--- config.mk ---
export PLATFORM = sky130hd
export DESIGN_NAME = pll_domain_sequencer_flat
export DESIGN_NICKNAME = d
export VERILOG_FILES = /design/src/rtl/pll_domain_sequencer_if.sv /design/src/rtl/pll_domain_sequencer.sv /design/src/flat_wrapper.sv
export SDC_FILE = /design/constraint.sdc
export NUM_CORES = 1
export LEC_CHECK = 0
export ABC_AREA = 0
export BUFFER_PORTS_ARGS = -buffer_cell sky130_fd_sc_hd__buf_4
export CORE_MARGIN = 2
export CORE_UTILIZATION = 60
export CTS_BUF_LIST = sky130_fd_sc_hd__clkbuf_16
export DETAILED_ROUTE_END_ITERATION = 8
export GPL_ROUTABILITY_DRIVEN = 0
export PLACE_DENSITY = 0.85
export SYNTH_ARGS = -nofsm -noshare
export SYNTH_HDL_FRONTEND = slang
export SYNTH_SLANG_ARGS = --single-unit
export TNS_END_PERCENT = 10
--- constraint.sdc ---
create_clock -name clock -period 3.25 [get_ports clock]
set_input_delay 0.65 -clock clock [delete_from_list [all_inputs] [get_ports clock]]
set_output_delay 0.65 -clock clock [all_outputs]
set_load 0.005 [all_outputs]
--- src/rtl/pll_domain_sequencer_if.sv ---
// Bundle of PLL supervision and per-domain reset/clock-enable signals.
// Optional macro LOCK_LOSS_COUNT_EN adds the lock_loss_count status field.
interface pll_domain_sequencer_if #(
  parameter int unsigned CHANNELS  = 4,
  parameter int unsigned DIV_WIDTH = 8
);
  logic                          pll_locked;
  logic                          pll_rst;
  logic [CHANNELS*DIV_WIDTH-1:0] div;
  logic [CHANNELS-1:0]           chan_reset;
  logic [CHANNELS-1:0]           ce;
  logic                          ready;
  logic [2:0]                    state;
  logic [7:0]                    retry_count;
`ifdef LOCK_LOSS_COUNT_EN
  logic [7:0]                    lock_loss_count;

  modport master (
    input  pll_locked, div,
    output pll_rst, chan_reset, ce, ready, state, retry_count, lock_loss_count
  );

  modport slave (
    output pll_locked, div,
    input  pll_rst, chan_reset, ce, ready, state, retry_count, lock_loss_count
  );
`else
  modport master (
    input  pll_locked, div,
    output pll_rst, chan_reset, ce, ready, state, retry_count
  );

  modport slave (
    output pll_locked, div,
    input  pll_rst, chan_reset, ce, ready, state, retry_count
  );
`endif
endinterface

--- src/rtl/pll_domain_sequencer.sv ---
// PLL lock supervisor: retries the PLL on lock timeout, releases per-domain resets in
// staged order once lock is stable, and generates a divided clock-enable per channel.
// Optional macro LOCK_LOSS_COUNT_EN adds a saturating count of lock-loss events.
module pll_domain_sequencer #(
  parameter int unsigned CHANNELS       = 4,
  parameter int unsigned DIV_WIDTH      = 8,
  parameter int unsigned LOCK_STABLE    = 1024,
  parameter int unsigned STAGE_GAP      = 16,
  parameter int unsigned LOCK_TIMEOUT   = 65536,
  parameter int unsigned PLL_RST_CYCLES = 16
) (
  input logic                    clock,
  input logic                    reset,
  pll_domain_sequencer_if.master bus
);

  localparam int unsigned SeqLen = STAGE_GAP * CHANNELS;
  localparam int unsigned Max1   = (LOCK_TIMEOUT > LOCK_STABLE) ? LOCK_TIMEOUT : LOCK_STABLE;
  localparam int unsigned Max2   = (SeqLen > PLL_RST_CYCLES) ? SeqLen : PLL_RST_CYCLES;
  localparam int unsigned MaxCnt = (Max1 > Max2) ? Max1 : Max2;
  localparam int unsigned CntW   = $clog2(MaxCnt) + 1;

  localparam logic [CntW-1:0] TimeoutLast = CntW'(LOCK_TIMEOUT - 1);
  localparam logic [CntW-1:0] PllRstLast  = CntW'(PLL_RST_CYCLES - 1);
  localparam logic [CntW-1:0] StableLast  = CntW'(LOCK_STABLE - 1);
  localparam logic [CntW-1:0] SeqLast     = CntW'(SeqLen - 1);

  typedef enum logic [2:0] {
    StWaitLock = 3'd0,
    StStable   = 3'd1,
    StSeq      = 3'd2,
    StRun      = 3'd3,
    StPllRst   = 3'd4
  } state_e;

  state_e                              state_q, state_d;
  logic                                sync1_q, locked_s_q;
  logic [CntW-1:0]                     cnt_q, cnt_d;
  logic [7:0]                          retry_q, retry_d;
  logic [CHANNELS-1:0]                 chan_reset_q, chan_reset_d;
  logic                                ready_q, ready_d;
  logic [CHANNELS-1:0][DIV_WIDTH-1:0]  div_cnt_q, div_cnt_d;
  logic [CHANNELS-1:0]                 ce_q, ce_d;

  // Two-flop synchroniser for the asynchronous PLL lock input.
  always_ff @(posedge clock) begin
    if (reset) begin
      sync1_q    <= 1'b0;
      locked_s_q <= 1'b0;
    end else begin
      sync1_q    <= bus.pll_locked;
      locked_s_q <= sync1_q;
    end
  end

  // Supervisor and sequencer state registers.
  always_ff @(posedge clock) begin
    if (reset) begin
      state_q      <= StWaitLock;
      cnt_q        <= '0;
      retry_q      <= '0;
      chan_reset_q <= '1;
      ready_q      <= 1'b0;
      div_cnt_q    <= '0;
      ce_q         <= '0;
    end else begin
      state_q      <= state_d;
      cnt_q        <= cnt_d;
      retry_q      <= retry_d;
      chan_reset_q <= chan_reset_d;
      ready_q      <= ready_d;
      div_cnt_q    <= div_cnt_d;
      ce_q         <= ce_d;
    end
  end

  // Next-state logic; one shared counter serves as timer, stability and stage counter.
  always_comb begin
    state_d      = state_q;
    cnt_d        = cnt_q + 1'b1;
    retry_d      = retry_q;
    chan_reset_d = chan_reset_q;
    ready_d      = ready_q;
    unique case (state_q)
      StWaitLock: begin
        if (locked_s_q) begin
          state_d = StStable;
          cnt_d   = '0;
        end else if (cnt_q == TimeoutLast) begin
          state_d = StPllRst;
          cnt_d   = '0;
          if (retry_q != 8'hff) retry_d = retry_q + 8'd1;
        end
      end
      StPllRst: begin
        if (cnt_q == PllRstLast) begin
          state_d = StWaitLock;
          cnt_d   = '0;
        end
      end
      StStable: begin
        if (!locked_s_q) begin
          state_d = StWaitLock;
          cnt_d   = '0;
        end else if (cnt_q == StableLast) begin
          state_d = StSeq;
          cnt_d   = '0;
        end
      end
      StSeq, StRun: begin
        if (!locked_s_q) begin
          // All domains drop back into reset together.
          state_d      = StWaitLock;
          cnt_d        = '0;
          chan_reset_d = '1;
          ready_d      = 1'b0;
        end else if (state_q == StRun) begin
          cnt_d = '0;
        end else begin
          for (int unsigned k = 0; k < CHANNELS; k++) begin
            if (cnt_q == CntW'(STAGE_GAP * (k + 1) - 1)) chan_reset_d[k] = 1'b0;
          end
          if (cnt_q == SeqLast) begin
            state_d = StRun;
            ready_d = 1'b1;
          end
        end
      end
      default: begin
        state_d = StWaitLock;
        cnt_d   = '0;
      end
    endcase
  end

  // Per-channel divider; ce is suppressed on the edge a channel re-enters reset.
  always_comb begin
    div_cnt_d = '0;
    ce_d      = '0;
    for (int unsigned k = 0; k < CHANNELS; k++) begin
      if (!chan_reset_q[k]) begin
        if (div_cnt_q[k] == bus.div[k*DIV_WIDTH +: DIV_WIDTH]) begin
          div_cnt_d[k] = '0;
          ce_d[k]      = ~chan_reset_d[k];
        end else begin
          div_cnt_d[k] = div_cnt_q[k] + 1'b1;
        end
      end
    end
  end

`ifdef LOCK_LOSS_COUNT_EN
  logic [7:0] loss_q;
  logic       loss_event;

  assign loss_event = !locked_s_q &&
                      (state_q == StStable || state_q == StSeq || state_q == StRun);

  // Saturating count of lock losses after lock was first seen.
  always_ff @(posedge clock) begin
    if (reset) begin
      loss_q <= '0;
    end else if (loss_event && loss_q != 8'hff) begin
      loss_q <= loss_q + 8'd1;
    end
  end

  assign bus.lock_loss_count = loss_q;
`endif

  assign bus.pll_rst     = (state_q == StPllRst);
  assign bus.chan_reset  = chan_reset_q;
  assign bus.ce          = ce_q;
  assign bus.ready       = ready_q;
  assign bus.state       = state_q;
  assign bus.retry_count = retry_q;

endmodule

--- src/flat_wrapper.sv ---
// flat-port wrapper written by rule: the top's interface ports become plain ports
module pll_domain_sequencer_flat 
#(
  parameter int unsigned CHANNELS       = 4,
  parameter int unsigned DIV_WIDTH      = 8,
  parameter int unsigned LOCK_STABLE    = 1024,
  parameter int unsigned STAGE_GAP      = 16,
  parameter int unsigned LOCK_TIMEOUT   = 65536,
  parameter int unsigned PLL_RST_CYCLES = 16
)
  (clock, reset, bus_pll_locked, bus_div, bus_pll_rst, bus_chan_reset, bus_ce, bus_ready, bus_state, bus_retry_count);
  pll_domain_sequencer_if #(.CHANNELS(CHANNELS), .DIV_WIDTH(DIV_WIDTH)) bus_i ();
  input logic clock;
  input logic reset;
  input wire logic [$bits(bus_i.pll_locked)-1:0] bus_pll_locked;
  input wire logic [$bits(bus_i.div)-1:0] bus_div;
  output wire logic [$bits(bus_i.pll_rst)-1:0] bus_pll_rst;
  output wire logic [$bits(bus_i.chan_reset)-1:0] bus_chan_reset;
  output wire logic [$bits(bus_i.ce)-1:0] bus_ce;
  output wire logic [$bits(bus_i.ready)-1:0] bus_ready;
  output wire logic [$bits(bus_i.state)-1:0] bus_state;
  output wire logic [$bits(bus_i.retry_count)-1:0] bus_retry_count;
  assign bus_i.pll_locked = bus_pll_locked;
  assign bus_i.div = bus_div;
  assign bus_pll_rst = bus_i.pll_rst;
  assign bus_chan_reset = bus_i.chan_reset;
  assign bus_ce = bus_i.ce;
  assign bus_ready = bus_i.ready;
  assign bus_state = bus_i.state;
  assign bus_retry_count = bus_i.retry_count;
  pll_domain_sequencer #(.CHANNELS(CHANNELS), .DIV_WIDTH(DIV_WIDTH), .LOCK_STABLE(LOCK_STABLE), .STAGE_GAP(STAGE_GAP), .LOCK_TIMEOUT(LOCK_TIMEOUT), .PLL_RST_CYCLES(PLL_RST_CYCLES)) u_core (.clock(clock), .reset(reset), .bus(bus_i));
endmodule
==> out/results.ini, run 1 <==
[timing]
timing.fmax_mhz = 396.0
period_minus_slack_ns = 2.526
slew_headroom_pct = 42.12
setup-tns-final_ns = 0
rsz0062_at_grt = no
min_period_over_period_pct = 77.71
tightest_slew_ns = 0.8664
hold_viol_final = 0
final-setup-viol-count = 0
maxSlewViolCount = 0
fin_skew_ns = 0.006232

[global_routing]
grtUsageTotal_pct = 22.87
grt_max_degree = 20
grt_pass1_vias = 2507
grt_pass1_wl_um = 10920
grt-ovfl-total = 0
grt_antenna_before_repair = 0

[place]
port_buffers = 55
hpwl_um = 4649
dp_cells = 482

[cts]
cts.sinks = 71
post_cts_resized = 0
clk_pin_slew_ns = 0.06
cts_tree = yes
cts_htree_levels = 3
post_cts.repair.setup_buffers = 0
clockRootBuffer = clkbuf_16
holdBufCountCts = 0
clock_latency_ns = 0.33
numCtsBuffers = 9
cts_buffer_depth = 2

[synth]
ys_seq_area_share_pct = 43.57
synth_nets = 405
ys.flop_type = dfxtp_1
ys_warn_count = 0
synthArstFlopShare_pct = 0
synthCells = 362
synth_cell_types = 39
syn_area_um2 = 3262
ys_seq_elements = 71
synth_edf_count = 0
synth.avg_cell_area_um2 = 9.011

[setup_path]
reg2reg_to = u_core.bus.retry_count[7]
path_class = reg -> reg
cp-startpoint = u_core.cnt_q[6]
path_max_fanout = 5
worstSetupEndpointType = flop
reg2reg_slack_ns = 0.72
critPathCapture = u_core.bus.retry_count[7]
cp.arrival_ns = 2.79
start_kind = flop
rr_worst_depth = 11
worstPathRequired_ns = 3.51
rr_startpoint = u_core.cnt_q[6]

[floorplan]
rows = 26
fp.coreArea_um2 = 5172
dieArea_um2 = 6042
die_w_um = 77.73
die_h_um = 77.73
io-pin-count = 56
start_util_pct = 63.06

[min_path]
worstHoldPathType = reg -> reg
whs_path_depth = 1

[pwr]
p_leak_nw = 1.574
p_per_area_nw_per_um2 = 498.1
power.internal_mw = 1.603
p_clk_share_pct = 51.5
sw_frac_of_total_pct = 20.80
p_sw_uw = 420.9
combPwrFrac_pct = 4.8
seqPwrFrac_pct = 43.7
ir_drop_v = 0.0003602

[finish]
fin_cells = 498
drive_above_1_share_pct = 18.69
fill_cells = 350
final_cell_mix = 71 x dfxtp_1, 64 x nor2_1, 55 x buf_4, 43 x xnor2_1, 32 x xor2_1
final_common_cell = dfxtp_1
diodes = 0
finalNetCount = 466
area_growth_syn_to_layout_pct = 24.55

[outcome]
status = complete, no violations

[drt]
firstDrtPassIters = 4
totalWireLength_um = 6481
route.detailed.drc = 0
drtAntennaViolNets = 0
drtIter0Drc = 103
wl_per_cell_um = 13.01
vias = 2658
vias_per_cell = 5.337

[flow_run]
max_cap_violations = 0

## synth_stat cells, drive strengths merged, types with 3 or more instances
| cell type | instances | area (um^2) |
|---|---|---|
| a21o | 4 | 30.03 |
| a21oi | 6 | 30.03 |
| and3 | 13 | 86.33 |
| clkbuf | 4 | 15.01 |
| dfxtp | 71 | 1421 |
| ha | 8 | 100.1 |
| inv | 11 | 41.29 |
| nand2 | 15 | 56.30 |
| nand3 | 28 | 140.1 |
| nand4 | 13 | 81.33 |
| nor2 | 64 | 240.2 |
| nor2b | 3 | 18.77 |
| nor4 | 7 | 58.81 |
| o21ai | 11 | 58.81 |
| or3 | 6 | 37.54 |
| xnor2 | 43 | 376.6 |
| xor2 | 32 | 280.3 |
## final cells by class
class / count / area (um^2) / area share (%)
clock inverter: 7 / 97.59 / 2.402
sequential: 71 / 1421 / 34.99
inverter: 11 / 41.29 / 1.016
clock buffer: 9 / 225.2 / 5.544
timing repair buffer: 55 / 412.9 / 10.16
multi-input combinational: 275 / 1777 / 43.73
tap: 70 / 87.58 / 2.156
## metal layers
layer  global-route usage [%]  vias up  wire, um
met1                    27.98     1241      2929
met2                    37.24       50      3225
li1                         -     1357         -
met3                    6.163       10       223
met5                        0        -         0
met4                    10.89        0       102
## stage by stage
step	setup slack (ns)	hold WS, ns	util [%]	area [um^2]	total power, mW
floorplan	1.032	0.4138	-	3262	0.9526
global placement	0.9215	0.4268	72.30	3740	0.9972
detailed placement	0.7565	0.4264	72.30	3740	1.000
CTS	0.7143	0.4396	78.54	4063	2.046
global route	0.4803	0.4521	78.54	4063	2.092
finish	0.7244	0.4385	78.54	4063	2.024
## critical path: stages, from the launching register on
cell     delay (ns)
dfxtp_1        0.39
and3_1         0.20
and4_1         0.25
nand3_1        0.11
nor2_1         0.14
nand3_1        0.12
inv_1          0.08
ha_1           0.18
o211a_1        0.27
nand4_1        0.22
or3_1          0.36
a21oi_1        0.13
## state kept, by name, indices dropped and copies added, names as in the netlist
name / cells
u_core.bus.ce: 4
u_core.bus.chan_reset: 4
u_core.bus.ready: 1
u_core.bus.retry_count: 8
u_core.bus.state: 3
u_core.cnt_q: 17
u_core.div_cnt_q: 32
u_core.locked_s_q: 1
u_core.sync1_q: 1
## power groups by stage
stage,registers (mW),clock network (mW),logic [mW]
after CTS,0.884,1.06,0.0975
after detailed placement,0.903,0,0.0966
after floorplan,0.901,0,0.0512
final,0.885,1.04,0.0969
after global routing,0.885,1.10,0.106
after global placement,0.903,0,0.0941
## cells by family after synthesis
kind of cell	Yosys count	share of synthesized area (%)
and+or+nand+nor	161	24.97
xor gates and xnor gates	75	20.14
DFF	71	43.57
AOI/OAI and AO/OA	30	5.984
buffers and inverters	16	1.956
adders and majority gates	8	3.069
muxes	1	0.3069
## worst min-delay path by stage
stage              startpoint                end  slack [ns]
4_1_cts        u_core.sync1_q  u_core.locked_s_q        0.44
5_1_grt        u_core.sync1_q  u_core.locked_s_q        0.45
3_3_place_gp   u_core.sync1_q  u_core.locked_s_q        0.43
2_1_floorplan  u_core.sync1_q  u_core.locked_s_q        0.41
6_report       u_core.sync1_q  u_core.locked_s_q        0.44
3_5_place_dp   u_core.sync1_q  u_core.locked_s_q        0.43
Note: power is estimated with default switching activity, not from simulation.
==> inputs of run 2 (changes only) <==
--- a/config.mk
+++ b/config.mk
@@ -8,11 +8,11 @@
 export ABC_AREA = 0
 export BUFFER_PORTS_ARGS = -buffer_cell sky130_fd_sc_hd__buf_4
 export CORE_MARGIN = 2
-export CORE_UTILIZATION = 60
+export CORE_UTILIZATION = 50
 export CTS_BUF_LIST = sky130_fd_sc_hd__clkbuf_16
 export DETAILED_ROUTE_END_ITERATION = 8
 export GPL_ROUTABILITY_DRIVEN = 0
-export PLACE_DENSITY = 0.85
+export PLACE_DENSITY = 0.75
 export SYNTH_ARGS = -nofsm -noshare
 export SYNTH_HDL_FRONTEND = slang
 export SYNTH_SLANG_ARGS = --single-unit
==> constraint.sdc (replaced) <==
create_clock -name clock -period 2.17 [get_ports clock]
set_input_delay 0.434 -clock clock [delete_from_list [all_inputs] [get_ports clock]]
set_output_delay 0.434 -clock clock [all_outputs]
set_load 0.005 [all_outputs]
==> run 2 against run 1 <==
  * The run now ends with negative setup slack left
  * Non-clock buffer count rose by 16
  * First-iteration DRC count decreased by 22%
  * Worst hold slack got worse by 0.11 ns
  * Register-to-register slack lost 0.78 ns
  * Via count is 1.9% higher
  * Wire length up 5.1%
  * Core utilization fell by 12 points
  * Critical path depth increased by 1
  * Sequential share of layout area shrank 0.98 points
  * Cell count increased by 4.4%
==> out/results.ini, run 2 (synthesis gave the netlist of run 1 again) <==
[cts]
numCtsBuffers = 9  ; unchanged
cts.sinks = 71  ; unchanged
cts_tree = yes  ; unchanged
cts_buffer_depth = 2  ; unchanged
clockRootBuffer = clkbuf_16  ; unchanged
clk_pin_slew_ns = 0.05  ; was 0.06 ns
cts_htree_levels = 3  ; unchanged
clock_latency_ns = 0.32  ; was 0.33 ns
holdBufCountCts = 0  ; unchanged

[timing]
setup-tns-final_ns = -0.06709  ; was 0 ns
period_minus_slack_ns = 2.229  ; was 2.526 ns
hold_viol_final = 0  ; unchanged
tightest_slew_ns = 0.8460  ; was 0.8664 ns
maxSlewViolCount = 0  ; unchanged
timing.fmax_mhz = 448.6  ; was 396.0 MHz
timing.final.ws_setup_ns = -0.05891  ; was 0.7244 ns
slew_headroom_pct = 43.49  ; was 42.12%
fin_skew_ns = 0.006690  ; was 0.006232 ns
final-setup-viol-count = 2  ; was 0
rsz0062_at_grt = yes  ; was no
min_period_over_period_pct = 102.7  ; was 77.71%

[setup_path]
crit_chain = and3_4 -> and4_4 -> nand3_2 -> nor2_1 -> nand3_1 -> inv_1 -> ha_2 -> nor3_1 -> a31oi_1 -> o22ai_2 -> or3_4 -> a21oi_2  ; was and3_1 -> and4_1 -> nand3_1 -> nor2_1 -> nand3_1 -> inv_1 -> ha_1 -> o211a_1 -> nand4_1 -> or3_1 -> a21oi_1
path_class = reg -> reg  ; unchanged
path_delay_family = simple AND/OR/NAND/NOR gates  ; unchanged
worstSetupEndpointType = flop  ; unchanged
slowest_stage = or3_4  ; was dfxtp_1
rr_startpoint = u_core.cnt_q[6]  ; unchanged
slowest_delay_ns = 0.39  ; about the same
crit_buf_inv = 1  ; unchanged
path_max_fanout = 5  ; unchanged
worstPathRequired_ns = 2.43  ; was 3.51 ns
cp-startpoint = u_core.cnt_q[6]  ; unchanged
start_kind = flop  ; unchanged
cp.arrival_ns = 2.49  ; was 2.79 ns

[drt]
vias = 2708  ; was 2,658
vias_per_cell = 5.208  ; was 5.337
firstDrtPassIters = 4  ; unchanged
route.detailed.drc = 0  ; unchanged
drtIter0Drc = 80  ; was 103
totalWireLength_um = 6810  ; was 6481 um
wl_per_cell_um = 13.10  ; was 13.01 um
drtAntennaViolNets = 0  ; unchanged

[finish]
final_area_um2 = 4190  ; was 4063 um^2
largest_reg_flops = 32  ; unchanged
drive_above_1_share_pct = 22.80  ; was 18.69%
max_flop_register = u_core.div_cnt_q  ; unchanged
area_growth_syn_to_layout_pct = 28.46  ; was 24.55%
fin_cells = 520  ; was 498
final_cell_mix = 70 x buf_4, 68 x dfxtp_1, 64 x nor2_1, 43 x xnor2_1, 32 x xor2_1  ; was 71 x dfxtp_1, 64 x nor2_1, 55 x buf_4, 43 x xnor2_1, 32 x xor2_1
final_common_cell = buf_4  ; was dfxtp_1
finalNetCount = 482  ; was 466
post-route-util_pct = 66.37  ; was 78.54%
diodes = 0  ; unchanged
fill_cells = 564  ; was 350

[global_routing]
grt_antenna_before_repair = 0  ; unchanged
grtUsageTotal_pct = 20.06  ; was 22.87%
grt-ovfl-total = 0  ; unchanged
grt_max_degree = 20  ; unchanged
grt_pass1_vias = 2652  ; was 2,507
grt_pass1_wl_um = 11630  ; was 10,920 um

[pwr]
p_leak_nw = 1.657  ; was 1.574 nW
sw_frac_of_total_pct = 20.86  ; was 20.80%
p_per_area_nw_per_um2 = 686.8  ; was 498.1 nW/um^2
seqPwrFrac_pct = 46.0  ; was 43.7%
power.internal_mw = 2.278  ; was 1.603 mW
p_clk_share_pct = 48.3  ; was 51.5%
combPwrFrac_pct = 5.7  ; was 4.8%
ir_drop_v = 0.0005285  ; was 0.0003602 V
p_sw_uw = 600.3  ; was 420.9 uW

[floorplan]
fp.coreArea_um2 = 6314  ; was 5172 um^2
io-pin-count = 56  ; unchanged
die_h_um = 84.77  ; was 77.73 um
dieArea_um2 = 7186  ; was 6042 um^2
die_w_um = 84.77  ; was 77.73 um
start_util_pct = 51.66  ; was 63.06%
rows = 29  ; was 26

[flow_run]
max_cap_violations = 0  ; unchanged

[min_path]
min_from = bus_pll_locked  ; was u_core.sync1_q
worstHoldPathType = in -> reg  ; was reg -> reg

[place]
port_buffers = 55  ; unchanged
hpwl_um = 4970  ; was 4649 um
dp_cells = 504  ; was 482
placed_area_um2 = 3875  ; was 3740 um^2

[outcome]
status = finished, violations left  ; was complete, no violations
violations = negative setup slack

==> run 2: timing repair <==
action / CTS / global route
endpoints found under the setup margin: 2 / 8
hold endpoints to repair: 0 / 0
setup buffers: 1 / 0
pin swaps: 1 / 7
gates resized for setup: 2 / 7
==> run 2: final timing paths <==
path	end	cells past startpoint	slack, ns
worst max register to register	u_core.bus.state[0]	12	-0.06
worst min-delay path	u_core.sync1_q	2	0.33
worst max-delay path	u_core.bus.state[0]	12	-0.06
worst min register to register	u_core.locked_s_q	1	0.46
==> run 2: worst register-to-register path, delay by kind of cell (launching register included) <==
family / cells / cell delay (ns)
DFF: 1 / 0.32
AOI/OAI and AO/OA: 3 / 0.42
buffers and inverters: 1 / 0.09
and+or+nand+nor: 7 / 1.14
adders and majority gates: 1 / 0.19
==> run 2: layout make-up <==
class	count	area, um^2	share of cell area [%]
inverters	11	41.29	0.9854
repair buffers	71	545.5	13.02
multi-input cells	275	1802	43.00
clock inverters	6	55.05	1.314
flip-flops and latches	71	1425	34.01
well taps	77	96.34	2.299
clock buffers	9	225.2	5.375
==> run 2: power by group through the flow <==
stage | Combinational, mW | Clock, mW | Sequential, mW
floorplan | 0.0766 | 0 | 1.35
global placement | 0.158 | 0 | 1.35
detailed placement | 0.164 | 0 | 1.35
CTS | 0.165 | 1.42 | 1.32
global route | 0.180 | 1.48 | 1.32
finish | 0.164 | 1.39 | 1.32
==> run 2: metal layers <==
layer	global-route usage [%]	up-vias	wire length [um]	part of all wire [%]
li1	-	1384	-	-
met1	24.63	1258	2981	44
met2	34.29	52	3434	50
met3	5.900	14	288	4.2
met4	5.628	0	105	1.5
met5	0	-	0	0
==> run 2: per-stage QoR <==
step | setup WS (ns) | power, mW | hold WS (ns)
after global routing | -0.2356 | 2.984 | 0.3443
after detailed placement | -0.007640 | 1.516 | 0.4289
after CTS | 0.007539 | 2.905 | 0.3290
after floorplan | 0.005511 | 1.427 | 0.4138
final | -0.05891 | 2.878 | 0.3330
after global placement | 0.04688 | 1.509 | 0.4255
